**config.mk**
```make
export PLATFORM = sky130hd
export DESIGN_NAME = q_episode_ctrl
export DESIGN_NICKNAME = d
export VERILOG_FILES = /design/src/rtl/q_maze_pkg.sv /design/src/rtl/q_episode_ctrl_next.sv /design/src/rtl/q_episode_ctrl.sv
export SDC_FILE = /design/constraint.sdc
export NUM_CORES = 1
export LEC_CHECK = 0
export CAP_MARGIN = 30
export CORE_MARGIN = 3
export CORE_UTILIZATION = 60
export CTS_BUF_LIST = sky130_fd_sc_hd__clkbuf_8
export DETAILED_ROUTE_END_ITERATION = 6
export GPL_TIMING_DRIVEN = 0
export HOLD_SLACK_MARGIN = 0.02
export PLACE_DENSITY_LB_ADDON = 0.12
export SLEW_MARGIN = 40
export SYNTH_ARGS = -nofsm -noshare
export SYNTH_HDL_FRONTEND = slang
export SYNTH_SLANG_ARGS = --single-unit
```
**constraint.sdc**
```tcl
create_clock -name clk -period 15.6 [get_ports clk]
set_input_delay 2.34 -clock clk [delete_from_list [all_inputs] [get_ports clk]]
set_output_delay 2.34 -clock clk [all_outputs]
set_load 0.01 [all_outputs]
```
**src/rtl/q_maze_pkg.sv**
```systemverilog
// Shared types for the 6x6 maze Q-learning controller.
// Grid geometry, action/FSM enums and Q value type.
package q_maze_pkg;

  localparam int GRID_W   = 6;
  localparam int N_STATES = 36;

  typedef logic [5:0]  state_t;
  typedef logic [31:0] q_val_t;

  typedef enum logic [1:0] {
    ACT_N, ACT_E, ACT_S, ACT_W
  } action_e;

  typedef enum logic [3:0] {
    S_IDLE, S_CHECK, S_INIT, S_RD_CUR,
    S_SELECT, S_MOVE, S_RD_NXT, S_UPDATE,
    S_WRITE, S_EP_END, S_FIN
  } fsm_e;

  function automatic logic on_grid(state_t s);
    return (s != 6'd0) && (s <= 6'(N_STATES));
  endfunction

endpackage

```
**src/rtl/q_episode_ctrl_next.sv**
```systemverilog
// Maze move: next state for (state, action), illegal on wall or block.
// An illegal move leaves the agent where it is.
module q_next_state
  import q_maze_pkg::*;
(
  input  state_t      state_i,
  input  action_e     action_i,
  input  logic [36:0] blocked_mask_i,
  output state_t      next_state_o,
  output logic        legal_o
);

  logic [5:0] col;

  assign col = 6'((state_i - 6'd1) % 6'(GRID_W));

  always_comb begin
    next_state_o = state_i;
    legal_o      = 1'b0;
    unique case (action_i)
      ACT_N: if (state_i > 6'd6) begin
        next_state_o = state_i - 6'd6;
        legal_o      = 1'b1;
      end
      ACT_E: if (col != 6'd5) begin
        next_state_o = state_i + 6'd1;
        legal_o      = 1'b1;
      end
      ACT_S: if (state_i <= 6'd30) begin
        next_state_o = state_i + 6'd6;
        legal_o      = 1'b1;
      end
      ACT_W: if (col != 6'd0) begin
        next_state_o = state_i - 6'd1;
        legal_o      = 1'b1;
      end
      default: ;
    endcase
    if (legal_o && blocked_mask_i[next_state_o]) begin
      next_state_o = state_i;
      legal_o      = 1'b0;
    end
  end

endmodule

```
**src/rtl/q_episode_ctrl.sv**
```systemverilog
// Q-learning episode sequencer owning the single Q-table RAM port.
// Optional epsilon-greedy exploration: define Q_EXPLORE_EN.
module q_episode_ctrl
  import q_maze_pkg::*;
#(
  parameter int unsigned NUM_EPISODES = 16,
  parameter int unsigned MAX_STEPS    = 255,
  parameter int unsigned ALPHA_SH     = 2,
  parameter int unsigned GAMMA_SH     = 3,
  parameter logic [31:0] REWARD       = 32'd1024
) (
  input  logic        clk,
  input  logic        rst,
  input  logic        start,
  input  logic [5:0]  start_state,
  input  logic [5:0]  target_state,
  input  logic [36:0] blocked_mask,
  output logic [7:0]  q_addr,
  output logic        q_rd_en,
  input  logic [31:0] q_rdata,
  output logic        q_wr_en,
  output logic [31:0] q_wdata,
  output logic        busy,
  output logic        done,
  output logic        err,
  output logic [5:0]  cur_state,
  output logic [15:0] episode_cnt,
  output logic [7:0]  step_cnt
);

  fsm_e     st_q;
  logic [2:0] rcnt_q;
  q_val_t   qv_q [4];
  q_val_t   nmax_q;
  action_e  act_q;
  state_t   cur_q, nxt_q;
  logic     hit_q, wall_q;
  logic     busy_q, done_q, err_q, rd_q, wr_q;
  logic [7:0]  addr_q, step_q;
  logic [15:0] ep_q;
  q_val_t   wdata_q;

  state_t   nstate;
  logic     legal;
  action_e  sel_act;
  logic [1:0] best, cidx;
  logic     cfg_ok;
  q_val_t   q_old, q_new, rwd;
  logic [33:0] td, qn;
  logic [8:0]  step_inc;
  logic [16:0] ep_inc;

  q_next_state u_next (
    .state_i        (cur_q),
    .action_i       (act_q),
    .blocked_mask_i (blocked_mask),
    .next_state_o   (nstate),
    .legal_o        (legal)
  );

  always_comb begin
    best = 2'd0;
    for (int i = 1; i < 4; i++)
      if (qv_q[i] > qv_q[best]) best = 2'(i);
  end

`ifdef Q_EXPLORE_EN
  logic [15:0] lfsr_q;

  always_ff @(posedge clk or posedge rst) begin
    if (rst) lfsr_q <= 16'hACE1;
    else     lfsr_q <= {lfsr_q[14:0],
                        lfsr_q[15] ^ lfsr_q[13] ^ lfsr_q[12] ^ lfsr_q[10]};
  end

  assign sel_act = (lfsr_q[3:0] == 4'd0) ? action_e'(lfsr_q[5:4])
                                         : action_e'(best);
`else
  assign sel_act = action_e'(best);
`endif

  assign cfg_ok = on_grid(start_state) && on_grid(target_state) &&
                  !blocked_mask[start_state] && !blocked_mask[target_state];
  assign cidx     = 2'(rcnt_q - 3'd1);
  assign step_inc = {1'b0, step_q} + 9'd1;
  assign ep_inc   = {1'b0, ep_q} + 17'd1;

  // Unsigned TD update with headroom; only saturates on overflow past 32 bits
  assign q_old = qv_q[act_q];
  assign rwd   = hit_q ? REWARD : '0;
  assign td    = 34'(rwd) + 34'(nmax_q) - 34'(nmax_q >> GAMMA_SH);
  assign qn    = 34'(q_old) - 34'(q_old >> ALPHA_SH) + (td >> ALPHA_SH);
  assign q_new = (|qn[33:32]) ? 32'hFFFF_FFFF : qn[31:0];

  always_ff @(posedge clk or posedge rst) begin
    if (rst) begin
      st_q    <= S_IDLE;
      rcnt_q  <= '0;
      for (int i = 0; i < 4; i++) qv_q[i] <= '0;
      nmax_q  <= '0;
      act_q   <= ACT_N;
      cur_q   <= '0;
      nxt_q   <= '0;
      hit_q   <= 1'b0;
      wall_q  <= 1'b0;
      busy_q  <= 1'b0;
      done_q  <= 1'b0;
      err_q   <= 1'b0;
      rd_q    <= 1'b0;
      wr_q    <= 1'b0;
      addr_q  <= '0;
      step_q  <= '0;
      ep_q    <= '0;
      wdata_q <= '0;
    end else begin
      done_q <= 1'b0;
      unique case (st_q)
        S_IDLE: if (start) begin
          st_q   <= S_CHECK;
          busy_q <= 1'b1;
          err_q  <= 1'b0;
          ep_q   <= '0;
        end
        S_CHECK: if (cfg_ok) begin
          st_q <= S_INIT;
        end else begin
          err_q  <= 1'b1;
          busy_q <= 1'b0;
          done_q <= 1'b1;
          st_q   <= S_FIN;
        end
        S_INIT: begin
          cur_q  <= start_state;
          step_q <= '0;
          if (start_state == target_state) begin
            st_q <= S_EP_END;
          end else begin
            st_q   <= S_RD_CUR;
            rd_q   <= 1'b1;
            addr_q <= {start_state, 2'd0};
            rcnt_q <= '0;
          end
        end
        S_RD_CUR, S_RD_NXT: begin
          rcnt_q <= rcnt_q + 3'd1;
          if (rcnt_q < 3'd3) addr_q[1:0] <= 2'(rcnt_q + 3'd1);
          else               rd_q <= 1'b0;
          if (rcnt_q != 3'd0) begin
            if (st_q == S_RD_CUR)     qv_q[cidx] <= q_rdata;
            else if (q_rdata > nmax_q) nmax_q    <= q_rdata;
          end
          if (rcnt_q == 3'd4)
            st_q <= (st_q == S_RD_CUR) ? S_SELECT : S_UPDATE;
        end
        S_SELECT: begin
          act_q <= sel_act;
          st_q  <= S_MOVE;
        end
        S_MOVE: begin
          nxt_q  <= nstate;
          wall_q <= !legal;
          hit_q  <= legal && (nstate == target_state);
          nmax_q <= '0;
          if (!legal || nstate == target_state) begin
            st_q <= S_UPDATE;
          end else begin
            st_q   <= S_RD_NXT;
            rd_q   <= 1'b1;
            addr_q <= {nstate, 2'd0};
            rcnt_q <= '0;
          end
        end
        S_UPDATE: begin
          wr_q    <= 1'b1;
          addr_q  <= {cur_q, act_q};
          wdata_q <= wall_q ? '0 : q_new;
          st_q    <= S_WRITE;
        end
        S_WRITE: begin
          wr_q   <= 1'b0;
          cur_q  <= nxt_q;
          step_q <= step_inc[7:0];
          if (nxt_q == target_state || step_inc == 9'(MAX_STEPS)) begin
            st_q <= S_EP_END;
          end else begin
            st_q   <= S_RD_CUR;
            rd_q   <= 1'b1;
            addr_q <= {nxt_q, 2'd0};
            rcnt_q <= '0;
          end
        end
        S_EP_END: begin
          ep_q <= ep_inc[15:0];
          if (ep_inc < 17'(NUM_EPISODES)) begin
            st_q <= S_INIT;
          end else begin
            st_q   <= S_FIN;
            busy_q <= 1'b0;
            done_q <= 1'b1;
          end
        end
        S_FIN: st_q <= S_IDLE;
        default: st_q <= S_IDLE;
      endcase
    end
  end

  assign q_addr      = addr_q;
  assign q_rd_en     = rd_q;
  assign q_wr_en     = wr_q;
  assign q_wdata     = wdata_q;
  assign busy        = busy_q;
  assign done        = done_q;
  assign err         = err_q;
  assign cur_state   = cur_q;
  assign episode_cnt = ep_q;
  assign step_cnt    = step_q;

endmodule
```
== Word-level counts from Yosys, hierarchy flattened ==
Cells that the tools add are included.

* Bits of input ports: 84
* Register bits: 252
* Output and inout bits: 75
* Logic and storage cells: 206

* Divide/modulo/power cells: 1
* Muxes and demuxes: 79
* Reduce and logical (&&, ||, !) cells: 40
* Add/subtract/negate cells: 12
* $lt $le $gt $ge: 18
* Bitwise operators: 4
* Eq/ne operators: 30

{| class="wikitable"
|+ Operator list
! kind !! number
|-
| 32-bit 2-to-1 mux || 12
|-
| 32-bit binary-select mux with 2-bit select || 3
|-
| 128-bit bitwise mux || 1
|-
| 32-bit > comparator || 4
|-
| 32-bit demux with 2-bit select || 1
|-
| 32-bit one-hot mux with 2 select lines || 1
|-
| 6-bit one-hot mux with 4 select lines || 2
|-
| 4-bit one-hot mux with 9 select lines || 1
|-
| 33-bit by 33-bit adder with 34-bit output || 1
|-
| 33-bit by 29-bit subtractor with 34-bit output || 1
|-
| 11-bit by 32-bit adder with 33-bit output || 1
|-
| 32-bit by 30-bit subtractor with 33-bit output || 1
|-
| 16-bit one-hot mux with 2 select lines || 1
|-
| 6-bit 2-to-1 mux || 5
|-
| 4-bit 2-to-1 mux || 6
|-
| 8-bit 2-to-1 mux || 3
|-
| 2-bit inequality test (second input constant) || 12
|-
| 6-bit by 7-bit less-than comparator with 1-bit output (second input constant) || 3
|-
| 1-bit 2-to-1 mux || 21
|-
| 1-bit binary-select mux with 6-bit select || 3
|-
| 6-bit equality test || 3
|-
| 6-bit nonzero test || 3
|-
| 16-bit by 1-bit adder with 17-bit output (second input constant) || 1
|-
| 17-bit by 5-bit less-than comparator with 1-bit output (second input constant) || 1
|-
| other kinds (49) || 93
|}

== Logic depth before layout (Yosys ltp) ==
* Word-level depth: 14
* Depth in mapped cells: 51
* Depth with buffers taken out: 48

== Modules after synthesis ==
From an unflattened synthesis, not the netlist that was laid out.

* Cell total of the unflattened synthesis: 2,563
* Area total of the unflattened synthesis: 22,756.8 µm²

{| class="wikitable"
|+ By module, submodules not included
! module !! sequential area each (µm²) !! cells each !! times used !! area each (µm²)
|-
| q_episode_ctrl || 6,306.0 || 2,304 || 1 || 20,966.4
|-
| q_next_state || 0.0 || 259 || 1 || 1,790.5
|}

== Least setup slack after synthesis ==
OpenSTA, ideal clock, no wires.

* Path kind: register to register
* Start point: reg act_q[0]
* End point: reg wdata_q[10], in the netlist q_wdata[10]
* Stages on the path, launching flop included: 39
* Path slack: 7.965 ns
* Period minus slack after synthesis: 7.635 ns
* Path buffers: 5
* Data arrival time: 7.499 ns
* Setup time: 0.137 ns
* Data required time: 15.463 ns
* Path through: dfrtp_1 -> clkbuf_1 -> clkbuf_1 -> buf_1 -> buf_1 -> mux4_2 -> inv_1 -> ha_1 -> nor2b_1 -> o21ai_0 -> a21boi_0 -> o21ai_0 -> a21boi_0 -> o21ai_0 -> a21boi_0 -> o21a_1 -> nor2_1 -> nand2b_1 -> (+3 left out) -> ha_1 -> o21a_1 -> o21a_1 -> o21a_1 -> o21ai_0 -> nand2b_1 -> nand2_1 -> a21oi_1 -> a31oi_1 -> a21oi_1 -> a211oi_1 -> o31ai_1 -> o21ai_0 -> nand2b_1 -> a211o_1 -> a21boi_1 -> clkbuf_1 -> a21oi_1

* Word-level cells in the longest chain between the ends: 9

{| class="wikitable"
|+ RTL lines
! item !! line !! RTL
|-
| from (decl) || q_episode_ctrl.sv:35 || <nowiki>action_e act_q;</nowiki>
|-
| from (signal assigned) || q_episode_ctrl.sv:156 || <nowiki>act_q <= sel_act;</nowiki>
|-
| 2-bit NOT with 3-bit output (implied by the code) * || q_episode_ctrl.sv:89 || <nowiki>assign q_old = qv_q[act_q];</nowiki>
|-
| 32-bit binary-select mux with 2-bit select * || q_episode_ctrl.sv:89 ||
|-
| 32-bit 2-to-1 mux (implied by the code) * (2 in series) || q_episode_ctrl.sv:89 ||
|-
| 32-bit by 30-bit subtractor with 33-bit output * || q_episode_ctrl.sv:92 || <nowiki>assign qn = 34'(q_old) - 34'(q_old >> ALPHA_SH) + (td >> ALPHA_SH);</nowiki>
|-
| 33-bit by 33-bit adder with 34-bit output * || q_episode_ctrl.sv:92 ||
|-
| 2-bit OR reduction || q_episode_ctrl.sv:93 || <nowiki>assign q_new = (|qn[33:32]) ? 32'hFFFF_FFFF : qn[31:0];</nowiki>
|-
| 32-bit 2-to-1 mux * || q_episode_ctrl.sv:93 ||
|-
| 32-bit 2-to-1 mux * || q_episode_ctrl.sv:176 || <nowiki>wdata_q <= wall_q ? '0 : q_new;</nowiki>
|-
| to (signal assigned) || q_episode_ctrl.sv:176 ||
|-
| to (decl) || q_episode_ctrl.sv:41 || <nowiki>q_val_t wdata_q;</nowiki>
|}

Every way passes the cells marked *; elsewhere a longest branch is shown, timed or not. The select of a mux whose other input is x is not followed.
A chain may end at the register's enable or synchronous reset.

== Worst setup path after layout ==
* Start point: reg qv_q[65] (netlist bit)
* End point: reg act_q[0]

* Word-level cells in the longest chain between the ends: 14

{| class="wikitable"
|+ RTL lines
! item !! line !! RTL
|-
| from (decl) || q_episode_ctrl.sv:33 || <nowiki>q_val_t qv_q [4];</nowiki>
|-
| from (signal, indexed assignment) || q_episode_ctrl.sv:149 || <nowiki>if (st_q == S_RD_CUR) qv_q[cidx] <= q_rdata;</nowiki>
|-
| 32-bit > comparator || q_episode_ctrl.sv:64 || <nowiki>if (qv_q[i] > qv_q[best]) best = 2'(i);</nowiki>
|-
| 1-bit 2-to-1 mux || q_episode_ctrl.sv:64 ||
|-
| 2-bit NOT with 3-bit output (implied by the code) || q_episode_ctrl.sv:64 ||
|-
| 32-bit binary-select mux with 2-bit select || q_episode_ctrl.sv:64 ||
|-
| 32-bit 2-to-1 mux (implied by the code) (2 in series) || q_episode_ctrl.sv:64 ||
|-
| 32-bit > comparator || q_episode_ctrl.sv:64 ||
|-
| 2-bit 2-to-1 mux || q_episode_ctrl.sv:64 ||
|-
| 2-bit NOT with 3-bit output (implied by the code) || q_episode_ctrl.sv:64 ||
|-
| 32-bit binary-select mux with 2-bit select || q_episode_ctrl.sv:64 ||
|-
| 32-bit 2-to-1 mux (implied by the code) (2 in series) || q_episode_ctrl.sv:64 ||
|-
| 32-bit > comparator || q_episode_ctrl.sv:64 ||
|-
| 2-bit 2-to-1 mux * || q_episode_ctrl.sv:64 ||
|}

Marks and branches as above.

==> impl_summary.txt <==
----------------------------------------------------
[Run status]
  Status ... complete, but fails checks
  Violated checks ... DRC

[Synth]
  Post-synthesis async set-or-reset flop share ... 1.00
  Ys Warns ... 0
  Library cells used by synthesis ... 92
  Multiplexer fraction of the synthesized cell area ... 0.151
  Synthesized instance count ... 2430
  Count of flip-flops with a built-in enable after synthesis ... 0
  Synthesis-stage register bit count ... 252
  Simple-gate portion of the synthesized area ... 0.151
  Synth Area in Compound Gates ... 0.178
  Area share of fa/ha/maj cells after synthesis ... 0.152
  Area share of xor/xnor cells in the synthesized design ... 0.0398
  Largest family of logic cells by synthesized area ... compound AO/OA/AOI/OAI gates
  Mapped cell area ... 22400 um^2
  Mean cell area of the mapped netlist ... 9.23 um^2
  Post-Syn Nets ... 2782
  Primary FF master, synth ... dfrtp_1
  Sequential cell area fraction in the yosys report ... 0.281

[CTS]
  Postcts setup bufs ... 0
  Total clock buffers created by CTS ... 45
  H-tree Lvls ... 2
  Hold-fix buffers, CTS ... 0
  Number of sinks driven by the clock tree ... 252
  Cell chosen for the clock root ... clkbuf_8
  Clock edge transition at the registers on the reported setup and hold paths ... 0.06 ns
  CTS tree ... done
  Post-cts sizing count ... 0
  Maximum number of buffers from clock root to sink ... 3
  Clock Latency Late Sink ... 0.66 ns

[Setup path]
  Class of the most critical setup path ... reg2reg
  Critical path peak fanout ... 10
  Slowest-stage cell, CP ... clkbuf_1
  Top cell family by delay on the critical path ... compound AO/OA/AOI/OAI gates
  Longest individual stage delay on the worst path ... 0.70 ns
  Buffers plus inverters on the worst setup path ... 4
  WP data required ... 16.06 ns
  Instance count on the critical path ... 49
  Setup slack of the most critical reg-to-reg path ... 5.40 ns
  Logic depth of the worst register-to-register path ... 49
  Most Frequent Cell on Critical Path ... o21ai_0
  Worst r2r src ... qv_q[65]
  Kind of end point of the critical path ... register
  Worst r2r dst ... act_q[0]
  Arrival time of data at the critical path endpoint ... 10.67 ns
  Startpoint class of the critical path ... register

[Detailed routing]
  Post-DR vias/cell ... 6.34
  Wire length per cell after detailed routing ... 20.5 um
  DRC Markers ... 1
  Final WL ... 64.1 mm
  Total via count after detailed routing ... 19800
  TritonRoute pass-1 iters ... 7
  Number of nets with antenna violations after routing ... 0
  DRC violation total after the first TritonRoute iteration ... 1359

[Global route]
  Vias in the first global route ... 19200
  Overall routing resource usage ... 0.321
  Antenna violations before repair ... 0
  First-pass GRT wire length ... 102 mm
  Largest net degree at the start of global routing ... 76
  Overall overflow remaining after global route ... 0

[Finish]
  Share of cells above drive strength 1 ... 0.124
  Most common cell after layout, fill and taps aside ... ha_1
  Layout area overhead ... 14.1%
  N_diodes ... 0
  Most frequent cells in the layout ... ha_1 (264), dfrtp_1 (252), o21ai_0 (241), a21oi_1 (168), inv_1 (160)
  Nets@finish ... 2983
  Core utilization of the finished layout ... 0.697

[STA]
  Total negative setup slack ... 0 ns
  Worst setup skew after layout ... 0.0402 ns
  Min Clock Period, post-route ... 10.20 ns
  Setup Viol. Count Final ... 0
  FMAX ... 98.0 MHz
  Transition at the pin with the smallest max-transition slack ... 0.860 ns
  Slew Limit Headroom ... 0.426
  Setup repair after global routing missed its margin ... false
  Final slew viol count ... 0
  Number of hold violations in the final report ... 0
  Period utilization ... 0.654

[Floorplan]
  Number of top-level design ports ... 159
  Row Count ... 70
  Die W ... 199 um
  Starting Density ... 0.611
  Placeable Area ... 36700 um^2
  Die height ... 199 um
  Die footprint ... 39700 um^2

[Worst hold path]
  Hold path depth ... 2
  Class of the most critical hold timing path ... reg2reg
  Worst min-delay path endpoint ... wall_q
  Start point of the worst hold path ... wall_q

[Place]
  Detailed Place HPWL ... 49.6 mm
  Port Buffers ... 150
  Final estimated routing congestion in global placement ... 0.915

[Flow run]
  Max-capacitance violation count ... 0

----------------------------------------------------
## cell type report
cell class                      instances  area [um^2]
Clock inverter                         21          169
Clock buffer                           56          771
Buffer                                112          513
Tap cell                              468          586
Multi-Input combinational cell       1915        15100
Sequential cell                       252         6310
Inverter                              151          574
Fill cell                            2936        11100
Timing Repair Buffer                  154         1590
## worst reg2reg max path, delay by kind of cell (launching register included)
kind,cells,cell delay (ns)
AOI/OAI and AO/OA,26,4.76
buffers and inverters,4,2.29
and+or+nand+nor,15,1.29
adders and majority gates,3,0.89
DFF,1,0.41
muxes,1,0.36
## cell usage after synthesis (7+ instances only)
cell type  number  area (um^2)
o31ai_1        11         82.6
o211ai_1        9         67.6
nand3_1        70          350
and4_1          7         61.3
nand4_1        41          257
and3_1         21          131
a21oi_1       168          841
a21o_1         23          173
mux2_2        134         1510
a221o_1         8         80.1
a31oi_1        21          131
xor2_1         37          324
nand2b_1       59          369
buf_1          22         82.6
mux4_2         55         1240
o21ai_0       242         1210
xnor2_1        65          569
nor4_1         15         93.8
o31a_1         10         87.6
a211oi_1       14          105
or3_1          16          100
ha_1          264         3300
nor2b_1        55          344
inv_1         149          559
a221oi_1        7         61.3
nand3b_1        8         60.1
nor2_1        117          439
o21a_1         17          128
and2_1         17          106
nor3_1         47          235
clkbuf_1       72          270
nand2_1       144          541
or2_2          15         93.8
mux2i_1        63          631
a21boi_0       11         82.6
dfrtp_1       252         6310
a22oi_1        10         75.1
o21bai_1        8         60.1
a211o_1         9         78.8
buf_6           8         90.1
## per-layer routing
metal  GRT usage  part of all wire  vias to the layer above
met5           0                 0                        -
met4       0.105             0.030                        0
met3      0.0558             0.067                      132
met2       0.510              0.46                      661
met1       0.450              0.44                     9690
li1            -                 -                     9357
## registers in the layout, summed over array words and instances, names as in the netlist
register	cells
nmax_q	32
qv_q	128
rcnt_q	3
st_q	4
nxt_q	6
hit_q	1
q_rd_en	1
cur_state	6
done	1
episode_cnt	16
q_addr	8
wall_q	1
step_cnt	8
busy	1
q_wdata	32
q_wr_en	1
act_q	2
err	1
## worst max path at each step
| stage | start | end | slack, ns |
|---|---|---|---|
| after floorplan | rst | act_q[0] | 6.33 |
| final | qv_q[65] | act_q[0] | 5.40 |
| after CTS | qv_q[65] | act_q[0] | 5.66 |
| after detailed placement | qv_q[65] | act_q[0] | 5.74 |
| after global routing | qv_q[97] | act_q[0] | 4.49 |
| after global placement | rst | q_wdata[3] | 3.16 |
## cells by family after synthesis
group,after synthesis
buf+inv,263
simple gates,649
mux,252
xor+xnor,102
compound gates,641
fa+ha+maj,271
flops,252
## stage by stage
step / hold WS, ns / instance area [um^2] / std cells / setup slack, ns
final: 0.484 / 25600 / 3129 / 5.40
after detailed placement: 0.466 / 24600 / 3051 / 5.74
after global routing: 0.527 / 25600 / 3129 / 4.49
after CTS: 0.479 / 25600 / 3128 / 5.66
after floorplan: 0.447 / 22400 / 2430 / 6.33
after global placement: 0.463 / 24500 / 3048 / 3.16
Power is not shown: default switching activity piles up to over one toggle a cycle in this logic, so the estimate is an artifact.
